`src/rtl/main_control_fsm.sv`:
```
`default_nettype none
// ============================================================================
//  Module   : main_control_fsm
//  Purpose  : Multicycle MIPS main control unit. Sequences
//             FETCH/DECODE/EXECUTE/MEM/WB for each instruction from the IR
//             opcode and drives the datapath muxes, the register-file and
//             memory enables, and the 2-bit sig_ALUop code consumed by the
//             ALU control decoder.
//  Build    : CTRL_ILLEGAL_TRAP_EN defined   -> unknown opcodes enter a
//             sticky TRAP state (illegal_op=1) that only reset leaves.
//             CTRL_ILLEGAL_TRAP_EN undefined -> unknown opcodes retire as a
//             NOP and illegal_op is tied 0.
//  Ports    : clk, rst_n (sync, active-low), opcode[OP_W], mem_ready
//             -> pc_write, pc_write_cond, iord, mem_read, mem_write,
//                ir_write, mem_to_reg, reg_dst, reg_write, alu_src_a,
//                alu_src_b[2], pc_source[2], sig_ALUop[2], instr_done,
//                illegal_op
//  Revision : 1.0 - initial release
// ============================================================================
module main_control_fsm #(
  parameter int OP_W    = 6,
  parameter int STATE_W = 4
) (
  input  logic            clk,
  input  logic            rst_n,
  input  logic [OP_W-1:0] opcode,
  input  logic            mem_ready,
  output logic            pc_write,
  output logic            pc_write_cond,
  output logic            iord,
  output logic            mem_read,
  output logic            mem_write,
  output logic            ir_write,
  output logic            mem_to_reg,
  output logic            reg_dst,
  output logic            reg_write,
  output logic            alu_src_a,
  output logic [1:0]      alu_src_b,
  output logic [1:0]      pc_source,
  output logic [1:0]      sig_ALUop,
  output logic            instr_done,
  output logic            illegal_op
);

  localparam logic [OP_W-1:0] c_OP_RTYPE = OP_W'(6'b000000);
  localparam logic [OP_W-1:0] c_OP_LW    = OP_W'(6'b100011);
  localparam logic [OP_W-1:0] c_OP_SW    = OP_W'(6'b101011);
  localparam logic [OP_W-1:0] c_OP_BEQ   = OP_W'(6'b000100);
  localparam logic [OP_W-1:0] c_OP_ADDI  = OP_W'(6'b001000);
  localparam logic [OP_W-1:0] c_OP_ANDI  = OP_W'(6'b001100);
  localparam logic [OP_W-1:0] c_OP_J     = OP_W'(6'b000010);

  typedef enum logic [STATE_W-1:0] {
    IDLE, FETCH, DECODE, MEMADR, MEMRD, MEMWB, MEMWR, RTYPE_EX,
    RTYPE_WB, BEQ_EX, ADDI_EX, ANDI_EX, IMM_WB, JUMP, TRAP
  } state_t;

  state_t r_state;
  state_t w_state_next;

  always_ff @(posedge clk) begin
    if (!rst_n) r_state <= IDLE;
    else        r_state <= w_state_next;
  end

  always_comb begin
    w_state_next  = IDLE;
    pc_write      = 1'b0;
    pc_write_cond = 1'b0;
    iord          = 1'b0;
    mem_read      = 1'b0;
    mem_write     = 1'b0;
    ir_write      = 1'b0;
    mem_to_reg    = 1'b0;
    reg_dst       = 1'b0;
    reg_write     = 1'b0;
    alu_src_a     = 1'b0;
    alu_src_b     = 2'b00;
    pc_source     = 2'b00;
    sig_ALUop     = 2'b00;
    instr_done    = 1'b0;
    case (r_state)
      IDLE: w_state_next = FETCH;
      FETCH: begin
        // PC+4 is computed alongside the instruction read; PC and IR only
        // load in the cycle the memory actually returns data.
        mem_read     = 1'b1;
        alu_src_b    = 2'b01;
        sig_ALUop    = 2'b11;
        ir_write     = mem_ready;
        pc_write     = mem_ready;
        w_state_next = mem_ready ? DECODE : FETCH;
      end
      DECODE: begin
        // Speculatively compute the branch target into ALUOut.
        alu_src_b = 2'b11;
        sig_ALUop = 2'b11;
        if (opcode == c_OP_RTYPE)                         w_state_next = RTYPE_EX;
        else if (opcode == c_OP_LW || opcode == c_OP_SW)  w_state_next = MEMADR;
        else if (opcode == c_OP_BEQ)                      w_state_next = BEQ_EX;
        else if (opcode == c_OP_ADDI)                     w_state_next = ADDI_EX;
        else if (opcode == c_OP_ANDI)                     w_state_next = ANDI_EX;
        else if (opcode == c_OP_J)                        w_state_next = JUMP;
        else begin
`ifdef CTRL_ILLEGAL_TRAP_EN
          w_state_next = TRAP;
`else
          instr_done   = 1'b1;
          w_state_next = FETCH;
`endif
        end
      end
      MEMADR: begin
        alu_src_a    = 1'b1;
        alu_src_b    = 2'b10;
        sig_ALUop    = 2'b11;
        w_state_next = (opcode == c_OP_LW) ? MEMRD : MEMWR;
      end
      MEMRD: begin
        mem_read     = 1'b1;
        iord         = 1'b1;
        w_state_next = mem_ready ? MEMWB : MEMRD;
      end
      MEMWB: begin
        reg_write    = 1'b1;
        mem_to_reg   = 1'b1;
        instr_done   = 1'b1;
        w_state_next = FETCH;
      end
      MEMWR: begin
        mem_write    = 1'b1;
        iord         = 1'b1;
        instr_done   = mem_ready;
        w_state_next = mem_ready ? FETCH : MEMWR;
      end
      RTYPE_EX: begin
        alu_src_a    = 1'b1;
        w_state_next = RTYPE_WB;
      end
      RTYPE_WB: begin
        reg_write    = 1'b1;
        reg_dst      = 1'b1;
        instr_done   = 1'b1;
        w_state_next = FETCH;
      end
      BEQ_EX: begin
        alu_src_a     = 1'b1;
        sig_ALUop     = 2'b10;
        pc_write_cond = 1'b1;
        pc_source     = 2'b01;
        instr_done    = 1'b1;
        w_state_next  = FETCH;
      end
      ADDI_EX: begin
        alu_src_a    = 1'b1;
        alu_src_b    = 2'b10;
        sig_ALUop    = 2'b11;
        w_state_next = IMM_WB;
      end
      ANDI_EX: begin
        alu_src_a    = 1'b1;
        alu_src_b    = 2'b10;
        sig_ALUop    = 2'b01;
        w_state_next = IMM_WB;
      end
      IMM_WB: begin
        reg_write    = 1'b1;
        instr_done   = 1'b1;
        w_state_next = FETCH;
      end
      JUMP: begin
        pc_write     = 1'b1;
        pc_source    = 2'b10;
        instr_done   = 1'b1;
        w_state_next = FETCH;
      end
`ifdef CTRL_ILLEGAL_TRAP_EN
      TRAP: w_state_next = TRAP;
`endif
      default: w_state_next = IDLE;
    endcase
  end

`ifdef CTRL_ILLEGAL_TRAP_EN
  logic r_illegal_op;

  // Set on the edge that enters TRAP so the flag is visible for the whole
  // time the FSM sits there; only reset clears it.
  always_ff @(posedge clk) begin
    if (!rst_n)                  r_illegal_op <= 1'b0;
    else if (w_state_next == TRAP) r_illegal_op <= 1'b1;
  end

  assign illegal_op = r_illegal_op;
`else
  assign illegal_op = 1'b0;
`endif

endmodule
`default_nettype wire

```
`config.mk`:
```
export PLATFORM = sky130hd
export DESIGN_NAME = main_control_fsm
export DESIGN_NICKNAME = d
export VERILOG_FILES = /design/src/rtl/main_control_fsm.sv
export SDC_FILE = /design/constraint.sdc
export NUM_CORES = 1
export LEC_CHECK = 0
export BUFFER_PORTS_ARGS = -buffer_cell sky130_fd_sc_hd__buf_2
export CORE_AREA = 2 2 39 41
export CTS_CLUSTER_DIAMETER = 80
export DETAILED_ROUTE_END_ITERATION = 8
export DIE_AREA = 0 0 41 43
export GPL_TIMING_DRIVEN = 0
export MAX_ROUTING_LAYER = met4
export PLACE_DENSITY = 0.84
export SLEW_MARGIN = 10
export SYNTH_ARGS = -nofsm -noshare
export SYNTH_HDL_FRONTEND = slang
export SYNTH_SLANG_ARGS = --single-unit
```
`constraint.sdc`:
```
create_clock -name clk -period 2.55 [get_ports clk]
set_clock_uncertainty 0.15 [all_clocks]
set_input_delay 0.51 -clock clk [delete_from_list [all_inputs] [get_ports clk]]
set_output_delay 0.51 -clock clk [all_outputs]
set_load 0.02 [all_outputs]
```
==> impl_summary.txt <==
----------------------------------------------------
[Run status]
  Outcome ... finished with violations
  Violated checks ... negative setup slack

[Placed design]
  Post-placement cell count ... 122
  HPWL reported at the end of detailed placement ... between 1000 and 1500 um
  Placed cell areas ... slightly below 700 sq um
  Routability congestion estimate ... around 0.84
  # port buffers ... 25

[Worst setup path]
  Type of the worst setup path ... in -> out
  CP endpoint kind ... primary output
  Worst path top cell family by delay ... compound AO/OA/AOI/OAI gates
  Buffering stage count on the worst path with inverters included ... 2
  Setup slack of the worst register-to-register path ... approximately 0.9 ns
  Worst-path cell with the longest stage delay ... sky130_fd_sc_hd__or4_4
  Endpoint arrival time on the critical path ... 1.91 ns
  Cells on worst reg2reg path ... 4
  Reg2reg end ... r_state[2]
  Crit path max fanout ... 3
  Endpoint required time on the critical path ... 1.89 ns
  Delay contributed by the slowest stage of the critical path ... between 0.5 and 0.6 ns
  Crit path cell chain ... buf_8 > or4_4 > a211oi_4 > a211oi_2 > a221o_1 > buf_6
  Type of origin of the critical path ... primary input
  Worst flop-to-flop path startpoint ... r_state[3]

[Worst hold path]
  Min-delay src ... rst_n
  Hold Crit Endpoint ... r_state[1]
  Number of cells on the worst hold path ... 3
  Classification of the worst-slack hold path ... in -> reg

[Routing]
  Iter 0 DRT Violations ... 13
  Average detailed-routed wire length per instance ... between 10 and 15 um
  ANT nets after route ... 0
  DRC errors left ... 0
  DR vias/cell ... 5.389
  Total number of vias ... between 600 and 700
  Final routed wirelength across all metal layers ... between 1500 and 2000 um
  Count of TritonRoute iterations in the first routing pass ... 4

[Global route]
  All-Layer GR Usage ... between 10% and 20%
  Largest net degree at the start of global routing ... 11
  Vias in the first global route ... roughly 550
  Sum of overflow across all layers after global routing ... 0
  Antenna violations before repair ... 0
  Wire length of the first global-routing pass ... ~2200 um

[Timing]
  Min Tclk post-route ... around 2.6 ns
  Final setup violating endpoints ... 1
  Final cycle utilization of the critical path ... 100.9%
  Unrepaired setup endpoints after global routing ... true
  Final-layout setup total negative slack ... -0.02311 ns
  Max-slew violations ... 0
  Maximum operating frequency ... 388.6 MHz
  Final Hold Fails ... 0
  Worst path setup slack after routing ... -0.02311 ns

[Floorplan]
  Count of pins on the block boundary ... 27
  Effective utilization at floorplan ... between 30 and 40%
  Core area ... 0.001384 sq mm
  Number of rows created at floorplan ... 14
  Die outline area ... 0.001763 sq mm
  Horizontal die dimension ... roughly 41 um
  Die Ht ... 43 um

[Synthesis]
  Share of flip-flops with an asynchronous set or reset ... 0%
  Total standard cell area after synthesis ... 546.8 sq um
  Synthesized-area fraction occupied by ao, oa, aoi and oai cells ... between 20 and 30%
  Post-Syn Area per Cell ... 6.750 sq um
  Main area contributors after synthesis ... sky130_fd_sc_hd__dfxtp_1 15%, sky130_fd_sc_hd__nor2_1 12%, sky130_fd_sc_hd__buf_6 6.2%
  Dominant cell by count in the synthesized netlist ... sky130_fd_sc_hd__nor2_1
  Multiplexer share of the synthesized area ... about 1.8%
  Top cell type by total area after synthesis ... sky130_fd_sc_hd__dfxtp_1
  Synth warnings ... 0
  Synth Area in Adders ... 0%
  Cell variety after synth ... 34
  Combinational family with the most area after synthesis ... simple AND/OR/NAND/NOR gates
  List of most frequent post-synthesis cells ... 18 x sky130_fd_sc_hd__nor2_1, 5 x sky130_fd_sc_hd__nand2_1, 4 x sky130_fd_sc_hd__a21oi_1, 4 x sky130_fd_sc_hd__dfxtp_1, 4 x sky130_fd_sc_hd__nand2b_1
  Number of instances in the synthesized netlist ... slightly above 80
  Area share of and/or/nand/nor cells after synthesis ... 39.13%
  Post-Synth XOR/XNOR Area ... under 10%
  Most instantiated flip-flop cell in the synthesis netlist ... sky130_fd_sc_hd__dfxtp_1
  Nets in the synthesized netlist ... 90
  Portion of the post-synthesis area used by sequential elements ... 14.65%
  Area fraction of the dominant cell type after synthesis ... between 10% and 20%
  Number of register bits inferred by synthesis ... 4
  Number of enable flip-flop cells after synthesis ... 0

[Power]
  Share of total power in sequential cells ... roughly a quarter
  Share of power burned in combinational logic ... 43.9%
  Internal portion of total power ... about 0.17 mW
  Total power ... ~0.28 mW
  Net switching power ... roughly 0.11 mW
  Cell Pwr Density ... 370.1 mW/mm^2
  Worst voltage drop across the vdd grid ... around 190 uV
  Clk network pwr share ... roughly 31%
  Leak ... between 0.3 and 0.4 nW
  Proportion of total power due to net switching ... 39.48%

[Clock tree]
  CTS Root Cell ... sky130_fd_sc_hd__clkbuf_4
  Depth of the CTS H-tree ... 1
  Number of clock buffers inserted by TritonCTS ... 3
  Cts hold-fix bufs ... 0
  Clock-pin slew on the worst setup and hold paths ... approximately 0.040 ns
  Max clock buf depth ... 2
  Number of sinks handled by clock tree synthesis ... 4
  Insertion delay to the later sink of the worst-skew pair ... about 0.25 ns
  CTS tree ... done

[Layout]
  Final core utilization ... a little over half
  Number of cells in the finished layout apart from fillers ... roughly 130
  Share of cells above drive strength 1 ... 35.45%
  Synthesis-to-layout area growth ... 38.44%
  Flip-flop count of the largest register after layout ... 4
  Register ranked first by flip-flop count ... r_state
  Top flop regs ... r_state: 4 flops
  Antenna Cells ... 0
  Final net count ... about 120
  Final cell area excluding filler cells ... around 760 sq um

[Flow run]
  Max-capacitance violation count ... 0

----------------------------------------------------
==> cells in the final DEF, fill, tap and decap left out <==
master                      Yosys  final
sky130_fd_sc_hd__buf_2          0     22
sky130_fd_sc_hd__nor2_1        18     18
sky130_fd_sc_hd__buf_6          3      5
sky130_fd_sc_hd__nand2_1        5      5
sky130_fd_sc_hd__nand2b_1       4      4
sky130_fd_sc_hd__buf_4          3      4
sky130_fd_sc_hd__a21oi_1        4      4
sky130_fd_sc_hd__dfxtp_1        4      4
sky130_fd_sc_hd__nor3_1         3      3
sky130_fd_sc_hd__nor2b_1        3      3
sky130_fd_sc_hd__a31oi_1        3      3
sky130_fd_sc_hd__clkbuf_4       0      3
sky130_fd_sc_hd__a21boi_0       2      2
sky130_fd_sc_hd__o21bai_1       2      2
sky130_fd_sc_hd__inv_1          2      2
sky130_fd_sc_hd__xnor2_1        2      2
sky130_fd_sc_hd__nand3_1        2      2
sky130_fd_sc_hd__nor3b_1        2      2
sky130_fd_sc_hd__o21ai_0        2      2
sky130_fd_sc_hd__clkbuf_1       1      1
sky130_fd_sc_hd__o31ai_1        1      1
sky130_fd_sc_hd__or4_4          1      1
sky130_fd_sc_hd__a211oi_4       0      1
sky130_fd_sc_hd__or4b_1         1      1
sky130_fd_sc_hd__a211oi_2       1      1
sky130_fd_sc_hd__a221o_1        1      1
sky130_fd_sc_hd__mux2i_1        1      1
sky130_fd_sc_hd__a2111oi_0      1      1
sky130_fd_sc_hd__o21ai_1        1      1
sky130_fd_sc_hd__or4_1          1      1
sky130_fd_sc_hd__nand4_1        1      1
sky130_fd_sc_hd__a2bb2oi_1      1      1
sky130_fd_sc_hd__a31o_2         1      1
sky130_fd_sc_hd__and3b_1        1      1
sky130_fd_sc_hd__o22ai_1        1      1
sky130_fd_sc_hd__conb_1         1      1
sky130_fd_sc_hd__buf_8          0      1
==> layer usage <==
metal,up-vias,wire length [um],track usage (%)
li1,343,-,-
met1,310,679,24.68
met2,24,751,25.94
met3,2,82,3.141
met4,0,21,8.000
met5,-,0,-
==> logic make-up after synthesis <==
logic type	count (synthesis)
multiplexers	1
AO/OA/AOI/OAI	22
XOR/XNOR	2
buffers and inverters	9
AND/OR/NAND/NOR	42
other	1
flip-flops	4
==> how the worst max path moves through the flow <==
| stage | start | to | slack [ns] | cells after the start |
|---|---|---|---|---|
| after floorplan | opcode[5] | instr_done | 0.24 | 4 |
| after global placement | opcode[5] | instr_done | 0.008 | 6 |
| after detailed placement | opcode[5] | instr_done | -0.01 | 6 |
| after CTS | opcode[5] | instr_done | 0.02 | 6 |
| after global routing | opcode[0] | instr_done | -0.08 | 6 |
| final | opcode[0] | instr_done | -0.02 | 6 |
==> cell type report <==
cell class,instances,area [sq um]
buffer,7,60.06
clock buffer,3,22.52
fill,146,626.9
inverter,2,7.507
multi-input combinational,68,411.6
sequential,4,80.08
tap,16,20.02
timing repair buffer,26,155.1
==> metrics by stage <==
step,hold slack (ns),setup slack [ns]
global placement,0.5289,0.008070
global route,0.4964,-0.07675
finish,0.5005,-0.02311
CTS,0.4950,0.02143
detailed placement,0.5210,-0.01339
floorplan,0.4724,0.2360
==> worst min-delay path, stage by stage <==
cell and delay, ns:
sky130_fd_sc_hd__buf_2 0.10, sky130_fd_sc_hd__o21ai_0 0.17, sky130_fd_sc_hd__a31oi_1 0.07
==> power groups by stage <==
stage               Combinational (mW)  Clock [mW]  Sequential, mW
floorplan                       0.0797           0          0.0713
global route                     0.135      0.0904          0.0726
global placement                 0.111           0          0.0727
detailed placement               0.114           0          0.0728
CTS                              0.115      0.0841          0.0717
finish                           0.123      0.0854          0.0718
==> timing repair <==
| item | CTS | global route |
|---|---|---|
| pin swaps | 1 | 3 |
| resized for setup | 0 | 9 |
| setup endpoints to repair | 1 | 1 |
| buffers inserted | 0 | 1 |
No activity file was read; power rests on OpenSTA's default activity.
